File: config.mk
export PLATFORM = sky130hd
export DESIGN_NAME = riscv_dbg_responder
export DESIGN_NICKNAME = d
export VERILOG_FILES = /design/src/rtl/riscv_dbg_responder.sv
export SDC_FILE = /design/constraint.sdc
export NUM_CORES = 1
export LEC_CHECK = 0
export BUFFER_PORTS_ARGS = -buffer_cell sky130_fd_sc_hd__buf_2
export CELL_PAD_IN_SITES_DETAIL_PLACEMENT = 1
export CELL_PAD_IN_SITES_GLOBAL_PLACEMENT = 2
export CORE_MARGIN = 2
export CORE_UTILIZATION = 28
export CTS_CLUSTER_SIZE = 25
export DETAILED_ROUTE_END_ITERATION = 16
export PLACE_DENSITY_LB_ADDON = 0.15
export REMOVE_ABC_BUFFERS = 1
export SYNTH_ARGS = -nofsm -noshare
export SYNTH_HDL_FRONTEND = slang
export SYNTH_SLANG_ARGS = --single-unit
File: constraint.sdc
create_clock -name clk -period 4.6 [get_ports clk]
set_clock_uncertainty 0.05 [all_clocks]
set_input_delay 0.69 -clock clk [delete_from_list [all_inputs] [get_ports clk]]
set_output_delay 0.69 -clock clk [all_outputs]
set_load 0.05 [all_outputs]
File: src/rtl/riscv_dbg_responder.sv
// riscv_dbg_responder: core-side end of the per-core debug bus.
// Serves host reads/writes of the debug registers, GPRs and NPC, and pulses
// cpu_bp_o on single-step, enabled ebreak/exceptions or hardware breakpoints.
// Optional feature macro: RISCV_DBG_HWBP_EN (adds NBP address comparators).
module riscv_dbg_responder #(
  parameter int XLEN = 64,
  parameter int PLEN = 64,
  parameter int NBP  = 2
) (
  input  logic            clk,
  input  logic            rst,
  input  logic            cpu_stall_i,
  input  logic            cpu_stb_i,
  input  logic            cpu_we_i,
  input  logic [PLEN-1:0] cpu_adr_i,
  input  logic [XLEN-1:0] cpu_dat_i,
  output logic [XLEN-1:0] cpu_dat_o,
  output logic            cpu_ack_o,
  output logic            cpu_bp_o,
  input  logic            ex_valid_i,
  input  logic [XLEN-1:0] ex_pc_i,
  input  logic            ex_ebreak_i,
  input  logic            ex_exc_i,
  input  logic [3:0]      ex_cause_i,
  output logic [4:0]      gpr_idx_o,
  output logic            gpr_re_o,
  output logic            gpr_we_o,
  output logic [XLEN-1:0] gpr_wdat_o,
  input  logic [XLEN-1:0] gpr_rdat_i,
  output logic            npc_we_o,
  output logic [XLEN-1:0] npc_o
);

  typedef enum logic [1:0] {ST_IDLE, ST_ACCESS, ST_ACK, ST_WAIT} state_t;

  state_t            state_reg;
  logic              ctrl_reg;
  logic [3:0]        hit_reg;
  logic [15:0]       ie_reg;
  logic [3:0]        cause_reg;
  logic [XLEN-1:0]   npc_reg;
  logic [XLEN-1:0]   rdata_reg;
  logic              rd_gpr_reg;

  // Only the low 16 address bits are decoded; the rest are deliberately ignored.
  logic [15:0] adr;
  logic        unused_adr_hi;
  assign adr           = cpu_adr_i[15:0];
  assign unused_adr_hi = ^cpu_adr_i[PLEN-1:16];

  logic sel_ctrl, sel_hit, sel_ie, sel_cause, sel_npc, sel_gpr, gpr_nz, host_wr;
  assign sel_ctrl  = (adr == 16'h0000);
  assign sel_hit   = (adr == 16'h0001);
  assign sel_ie    = (adr == 16'h0002);
  assign sel_cause = (adr == 16'h0003);
  assign sel_npc   = (adr == 16'h0200);
  assign sel_gpr   = (adr[15:5] == 11'h020);
  assign gpr_nz    = (adr[4:0] != 5'd0);
  // Writes take effect only at the end of the ACCESS cycle, so a held strobe
  // can never write twice.
  assign host_wr   = (state_reg == ST_ACCESS) && cpu_we_i;

  logic ss_src, eb_src, exc_src, hw_src;
  logic [3:0] hit_set, hit_clr;
  assign ss_src  = !cpu_stall_i && ctrl_reg && ex_valid_i;
  assign eb_src  = !cpu_stall_i && ex_ebreak_i && ie_reg[3];
  assign exc_src = !cpu_stall_i && ex_exc_i && ie_reg[ex_cause_i];
  assign hit_set = {hw_src, exc_src, eb_src, ss_src};
  assign hit_clr = (host_wr && sel_hit) ? cpu_dat_i[3:0] : 4'd0;

  logic [XLEN-1:0] bp_rd;

`ifdef RISCV_DBG_HWBP_EN
  logic [XLEN-1:0] bpadr_reg [NBP];
  logic [NBP-1:0]  bpen_reg;
  logic [NBP-1:0]  bp_match, sel_bpadr, sel_bpctl;

  for (genvar gi = 0; gi < NBP; gi++) begin : g_bp
    assign sel_bpadr[gi] = (adr == (16'h0010 + 16'(gi)));
    assign sel_bpctl[gi] = (adr == (16'h0018 + 16'(gi)));
    assign bp_match[gi]  = bpen_reg[gi] && ex_valid_i && (ex_pc_i == bpadr_reg[gi]);
  end

  assign hw_src = !cpu_stall_i && (|bp_match);

  // Comparator address/enable registers, host-writable during ACCESS
  always_ff @(posedge clk) begin
    if (rst) begin
      for (int i = 0; i < NBP; i++) bpadr_reg[i] <= '0;
      bpen_reg <= '0;
    end else begin
      for (int i = 0; i < NBP; i++) begin
        if (host_wr && sel_bpadr[i]) bpadr_reg[i] <= cpu_dat_i;
        if (host_wr && sel_bpctl[i]) bpen_reg[i]  <= cpu_dat_i[0];
      end
    end
  end

  // Read-back of comparator registers
  always_comb begin
    bp_rd = '0;
    for (int i = 0; i < NBP; i++) begin
      if (sel_bpadr[i]) bp_rd = bpadr_reg[i];
      if (sel_bpctl[i]) bp_rd = XLEN'(bpen_reg[i]);
    end
  end
`else
  assign hw_src = 1'b0;
  assign bp_rd  = '0;
`endif

  // Read-data mux for register-backed locations; GPR data comes from the core
  logic [XLEN-1:0] rd_val;
  always_comb begin
    rd_val = '0;
    if (sel_ctrl)       rd_val = XLEN'(ctrl_reg);
    else if (sel_hit)   rd_val = XLEN'(hit_reg);
    else if (sel_ie)    rd_val = XLEN'(ie_reg);
    else if (sel_cause) rd_val = XLEN'(cause_reg);
    else if (sel_npc)   rd_val = npc_reg;
    else                rd_val = bp_rd;
  end

  // GPR read data arrives the cycle after gpr_re_o, i.e. during ACK
  assign cpu_dat_o = cpu_ack_o ? (rd_gpr_reg ? gpr_rdat_i : rdata_reg) : '0;
  assign npc_o     = npc_reg;

  // Bus handshake FSM, debug registers and breakpoint pulse
  always_ff @(posedge clk) begin
    if (rst) begin
      state_reg  <= ST_IDLE;
      cpu_ack_o  <= 1'b0;
      cpu_bp_o   <= 1'b0;
      gpr_re_o   <= 1'b0;
      gpr_we_o   <= 1'b0;
      npc_we_o   <= 1'b0;
      gpr_idx_o  <= '0;
      gpr_wdat_o <= '0;
      rdata_reg  <= '0;
      rd_gpr_reg <= 1'b0;
      ctrl_reg   <= 1'b0;
      hit_reg    <= '0;
      ie_reg     <= '0;
      cause_reg  <= '0;
      npc_reg    <= '0;
    end else begin
      cpu_ack_o <= 1'b0;
      gpr_re_o  <= 1'b0;
      gpr_we_o  <= 1'b0;
      npc_we_o  <= 1'b0;
      cpu_bp_o  <= |hit_set;

      case (state_reg)
        ST_IDLE: begin
          if (cpu_stb_i) begin
            state_reg <= ST_ACCESS;
            gpr_idx_o <= adr[4:0];
            gpr_re_o  <= !cpu_we_i && sel_gpr && gpr_nz && cpu_stall_i;
          end
        end
        ST_ACCESS: begin
          state_reg  <= ST_ACK;
          cpu_ack_o  <= 1'b1;
          rdata_reg  <= rd_val;
          rd_gpr_reg <= gpr_re_o;
          if (cpu_we_i && sel_gpr && gpr_nz && cpu_stall_i) begin
            gpr_we_o   <= 1'b1;
            gpr_wdat_o <= cpu_dat_i;
          end
          if (cpu_we_i && sel_npc && cpu_stall_i) npc_we_o <= 1'b1;
        end
        ST_ACK:  state_reg <= ST_WAIT;
        default: if (!cpu_stb_i) state_reg <= ST_IDLE;
      endcase

      if (host_wr && sel_ctrl) ctrl_reg <= cpu_dat_i[0];
      if (host_wr && sel_ie)   ie_reg   <= cpu_dat_i[15:0];
      hit_reg <= (hit_reg & ~hit_clr) | hit_set;

      if (exc_src)               cause_reg <= ex_cause_i;
      else if (eb_src || hw_src) cause_reg <= 4'd3;

      if (host_wr && sel_npc && cpu_stall_i) npc_reg <= cpu_dat_i;
      else if (!cpu_stall_i && ex_valid_i)   npc_reg <= ex_pc_i;
    end
  end

endmodule
==> summary.md, run 1 <==
| Metric | Value |
|---|---|
| Die height | `199.8 um` |
| Synth Instances | `1194` |
| Final min period | `3.120 ns` |
| Max-cap violations | `0` |
| Final WL | `41230 um` |
| Dominant cells by area after synthesis | `dfxtp_1 (43%), mux2i_1 (13%), nand2_1 (5.1%), a21oi_2 (4.9%), a211oi_1 (4.6%)` |
| Nets | `1831` |
| Most common library cells after synthesis | `dfxtp_1 (230), nand2_1 (146), mux2i_1 (140)` |
| Cts bufs inserted | `28` |
| GP Congestion | `0.7520` |
| Yosys warnings | `0` |
| Yosys top cell by area | `dfxtp_1` |
| Seq/Total Area, Yosys | `0.4292` |
| CTS resizes | `0` |
| DP Area | `13200 um2` |
| Dpl hpwl | `28870 um` |
| Worst setup SP type | `flop` |
| EDFF count, synth | `0` |
| Hold crit path type | `input pin to flop` |
| Crit path max fanout | `36` |
| Required @ worst endpoint | `3.86 ns` |
| Relative slew slack | `0.2862` |
| Layout cells sized above 1 | `0.3872` |
| Setup TNS | `0 ns` |
| Top-level I/O count | `470` |
| Hold Fails Final Rpt | `0` |
| Commonest register cell after synthesis | `dfxtp_1` |
| Status | `finished clean` |
| Post-route cell area | `14110 um2` |
| CTS Hold Bufs | `0` |
| Initial Utilization | `0.2848` |
| Clock slew at reported path FFs | `0.06 ns` |
| Filler cells | `4538` |
| Slew @ Worst Pin | `1.063 ns` |
| Synthesized area per cell | `8.986 um2` |
| Via-to-Cell Ratio | `4.805` |
| Routed Antenna Nets | `0` |
| Worst skew pair latency | `0.53 ns` |
| Setup Buffers After CTS | `0` |
| Core Area | `37670 um2` |
| Residual DRC count | `0` |
| First-pass GRT wire length | `60260 um` |
| Fmax | `0.3206 GHz` |
| Area Growth Syn to Fin | `31.47%` |
| Layout Utilization | `0.3745` |
| Detailed-route via count | `10060` |
| Largest net degree at the start of global routing | `127` |
| Vias in the first global route | `9956` |
| Port bufs | `421` |
| Post-synthesis instance area | `10730 um2` |
| #FFs+latches synth | `230` |
| Fraction of registers with async set/reset | `0` |
| Hold path depth | `3` |
| CTS tree | `built` |
| H-tree Lvls | `1` |
| Synth top area share | `0.4292` |
| Clk sinks | `230` |
| P_leak | `5.598 nW` |
| Clock root cell | `clkbuf_16` |
| Netlist cell types | `47` |
| Fin crit share | `0.6782` |
| WL/cell | `19.69 um` |
| Most common cell in the netlist | `dfxtp_1` |
| Setup violations, final | `0` |
| Overflow after GRT | `0` |
| Pre-Repair DR Iteration Count | `4` |
| RSZ-0062 raised after global routing | `false` |
| Drt first-iter violations | `318` |
| Num rows | `71` |
| CP Class | `flop to output port` |
| Die ar. | `39900 um2` |
| Initial antenna violation count | `14` |
| Die Span X | `199.8 um` |
| Final slew viol count | `0` |
| Power density cells | `341.9 nW/um2` |
| FF-to-FF path depth | `7` |
| CTS Buffer Depth | `3` |
| Setup crit end kind | `output port` |
| Total GRT Usage | `0.1964` |
| Worst VDD drop | `0.2392 mV` |
| Critical Path AT | `2.38 ns` |
## routing by layer
metal | vias to the layer above | GRT usage | routed length [um]
li1 | 4888 | - | -
met5 | - | 0 | 116
met3 | 65 | 0.04738 | 2764
met4 | 16 | 0.04746 | 835
met1 | 4803 | 0.2439 | 17850
met2 | 289 | 0.3419 | 19670
## kinds of logic after synthesis
| kind of cell | count (synthesis) | share of synthesized area |
|---|---|---|
| multiplexers | 140 | 0.1306 |
| adder cells (fa/ha/maj) | 4 | 0.004665 |
| buffers and inverters | 108 | 0.04688 |
| AO/OA/AOI/OAI | 264 | 0.1811 |
| flip-flops | 230 | 0.4292 |
| AND/OR/NAND/NOR | 448 | 0.2076 |
## per-stage QoR
| step | total power [mW] | std cells | setup slack [ns] | hold WS (ns) |
|---|---|---|---|---|
| finish | 4.823 | 2094 | 1.480 | 0.3523 |
| global route | 5.035 | 2092 | 1.303 | 0.3094 |
| CTS | 4.910 | 2089 | 1.314 | 0.3156 |
| detailed placement | 2.710 | 2040 | 1.346 | 0.3920 |
| global placement | 2.704 | 2040 | 1.374 | 0.3857 |
| floorplan | 2.417 | 1095 | -1.043 | 0.3757 |
## path summary, 6_finish.rpt
path	endpoint	startpoint	slack (ns)
setup / recovery	cpu_dat_o[50]	cpu_ack_o	1.48
hold / removal	gpr_wdat_o[53]	cpu_dat_i[53]	0.35
setup reg to reg	gpr_wdat_o[36]	state_reg[1]	1.62
hold reg to reg	gpr_wdat_o[11]	gpr_wdat_o[11]	0.40
## cells in the final DEF, fill, tap and decap left out, types with 5 or more instances in the layout
cell type / count
a211oi_1: 66
a21oi_1: 54
a21oi_2: 60
a22o_1: 12
a22oi_1: 50
buf_12: 5
buf_2: 420
buf_4: 8
clkbuf_1: 8
clkbuf_16: 29
clkbuf_8: 5
dfxtp_1: 228
diode_2: 5
inv_1: 7
mux2i_1: 140
nand2_1: 146
nand2_2: 56
nand3_1: 14
nor2_1: 129
nor2b_1: 67
nor3_1: 5
nor4_4: 5
o21ai_0: 7
## report_power, final
part,internal [mW],switching (mW)
clock,1.28,0.878
combinational,0.193,0.393
sequential,2.03,0.0428
## critical path, cell delays in order (launching register included)
cell and delay (ns):
dfxtp_2 0.81, buf_4 0.41, nor2b_1 0.28, buf_2 0.31
## final cells by class
class	instances	area, um2	share of cell area
well taps	511	639.4	0.04533
multi-input cells	856	5643	0.4000
inverters	9	33.78	0.002395
clock inverters	7	66.31	0.004701
repair buffers	434	2277	0.1614
diodes	5	12.51	0.0008870
flip-flops and latches	230	4609	0.3268
clock buffers	42	824.5	0.05845
Note: power is estimated with default switching activity, not from simulation.
==> inputs of run 2 (changes only) <==
CORE_UTILIZATION = 27   (was 28)
clock period = 3.15 ns   (was 4.6 ns; I/O delays follow)
==> summary.md, run 2 (synthesis results as in run 1) <==
| Metric | Value |
|---|---|
| Hold Fails Final Rpt | `0 (unchanged)` |
| Slew @ Worst Pin | `0.9806 ns (-0.08217 ns)` |
| Top-level I/O count | `470 (unchanged)` |
| DP Area | `13380 um2 (+1.3%)` |
| Detailed-route via count | `10140 (+0.74%)` |
| Final WL | `42540 um (+3.2%)` |
| Hold EP | `hit_reg[3]` |
| Die Span X | `203.3 um (+1.8%)` |
| Combinational power share | `0.121 (about the same)` |
| Power density cells | `503.6 nW/um2 (+47%)` |
| Dpl hpwl | `29780 um (+3.1%)` |
| Sw frac | `0.2714 (-0.001092)` |
| Reg2reg end | `gpr_wdat_o[11]` |
| Initial antenna violation count | `5 (-9)` |
| Vias in the first global route | `10190 (+2.3%)` |
| FF-to-FF setup slack | `0.64 ns (-0.98 ns)` |
| P_leak | `5.709 nW (+2.0%)` |
| Die height | `203.3 um (+1.8%)` |
| Area Growth Syn to Fin | `33.53%` |
| Port bufs | `421 (unchanged)` |
| GP Congestion | `0.7673 (+2.0%)` |
| Hold Crit Start | `cpu_dat_i[3]` |
| Commonest non-fill, non-tap cell in the layout | `buf_2` |
| Worst setup SP type | `flop` |
| Worst r2r src | `state_reg[1]` |
| Routed Antenna Nets | `0 (unchanged)` |
| Die ar. | `41350 um2 (+3.6%)` |
| Num rows | `73 (+2.8%)` |
| CP Class | `flop to output port` |
| Hold crit path type | `input pin to flop` |
| Largest net degree at the start of global routing | `86 (-32%)` |
| Layout cells sized above 1 | `0.3956 (+0.008412)` |
| Final min period | `2.640 ns` |
| Clk sinks | `230 (unchanged)` |
| Nets | `1846 (+0.82%)` |
| RSZ-0062 raised after global routing | `false` |
| Cts bufs inserted | `28 (unchanged)` |
| First-pass GRT wire length | `63210 um (+4.9%)` |
| Final slew viol count | `0 (unchanged)` |
| Setup violations, final | `0 (unchanged)` |
| Residual DRC count | `0 (unchanged)` |
| Required @ worst endpoint | `2.63 ns (-1.23 ns)` |
| Highest-count cells in the layout ignoring fill and taps | `buf_2 (420), dfxtp_1 (228), nand2_1 (146), mux2i_1 (140), nor2_1 (129)` |
| Setup ws final | `0.5104 ns (-0.9699 ns)` |
| Via-to-Cell Ratio | `4.774 (-0.64%)` |
| Clock slew at reported path FFs | `0.06 ns (about the same)` |
| Pre-Repair DR Iteration Count | `4 (unchanged)` |
| CTS Buffer Depth | `3 (unchanged)` |
| Max-cap violations | `0 (unchanged)` |
| Drt first-iter violations | `349 (+9.7%)` |
| Status | `finished clean` |
| Fin crit share | `0.8380` |
| Net Sw Power | `1.958 mW (+49%)` |
| WHS | `0.09828 ns (-0.2540 ns)` |
| Clock root cell | `clkbuf_16` |
| Crit path max fanout | `16 (-56%)` |
| Setup crit end kind | `output port` |
| Initial Utilization | `0.2719 (-0.01293)` |
| Relative slew slack | `0.3427 (+0.05654)` |
| H-tree Lvls | `1 (unchanged)` |
| Overflow after GRT | `0 (unchanged)` |
| Setup Buffers After CTS | `0 (unchanged)` |
| CTS Hold Bufs | `0 (unchanged)` |
| CTS tree | `built` |
| Hold path depth | `2 (-1)` |
| Pint | `5.257 mW (+50%)` |
| Worst VDD drop | `0.3715 mV (+55%)` |
| Power share of the sequential group | `0.419 (-0.011)` |
| Post-route cell area | `14330 um2 (+1.6%)` |
| CTS resizes | `0 (unchanged)` |
| Layout Utilization | `0.3631 (-0.01143)` |
| Core Area | `39460 um2 (+4.8%)` |
| Clock group share of total power | `0.459 (+0.011)` |
| WL/cell | `20.04 um (+1.7%)` |
| Worst skew pair latency | `0.55 ns (+0.02 ns)` |
| Dpl ws | `0.4300 ns (-0.9162 ns)` |
| Fmax | `0.3789 GHz` |
| Critical Path AT | `2.12 ns (-0.26 ns)` |
| FF-to-FF path depth | `7 (unchanged)` |
| Total GRT Usage | `0.1974 (+0.001091)` |
## run 2: cell types whose count changed in the layout (fill, tap and decap cells not counted), sizes merged
cell	delta
clkbuf	-3
clkinv	+3
bufinv	+2
buf	+15
diode	-2
## run 2: worst max-delay path by stage
stage | start | end | slack, ns | depth (start not counted)
finish | rd_gpr_reg | cpu_dat_o[59] | 0.51 | 4
global route | rd_gpr_reg | cpu_dat_o[59] | 0.42 | 4
CTS | rd_gpr_reg | cpu_dat_o[59] | 0.46 | 4
detailed placement | cpu_adr_i[12] | gpr_wdat_o[11] | 0.43 | 7
global placement | cpu_adr_i[12] | gpr_wdat_o[40] | 0.45 | 7
floorplan | cpu_stall_i | npc_o[0] | -2.28 | 3
## run 2: final cells by class
class	count	area, um2
Antenna cell	3	7.507
Clock buffer	39	792.0
Clock inverter	12	150.1
Fill cell	4712	25130
Inverter	9	35.03
Multi-Input combinational cell	856	5648
Sequential cell	230	4609
Tap cell	525	656.9
Timing Repair Buffer	449	2427
## run 2: power by group through the flow
stage               combinational [mW]  sequential [mW]  clock (mW)
finish                           0.876             3.02        3.31
CTS                              0.889             3.02        3.43
global route                     0.941             3.03        3.55
floorplan                        0.280             3.25           0
detailed placement               0.887             3.09           0
global placement                 0.881             3.09           0
## run 2: metrics by stage
step	std cells	total power, mW	setup TNS, ns
finish	2123	7.214	0
CTS	2120	7.345	0
detailed placement	2069	3.976	0
global placement	2069	3.967	0
global route	2121	7.520	0
floorplan	1095	3.529	-233.47
## run 2: metal layers
layer	vias up	global-route usage	share of wire
met5	-	0	0.00080
met4	6	0.03676	0.017
met3	45	0.03579	0.053
met2	274	0.3569	0.50
met1	4895	0.2456	0.43
li1	4915	-	-
## run 2: critical path: stages (launching register included)
cell and delay [ns]:
dfxtp_4 0.61, buf_4 0.38, mux2i_1 0.12, nor2b_1 0.13, buf_2 0.29
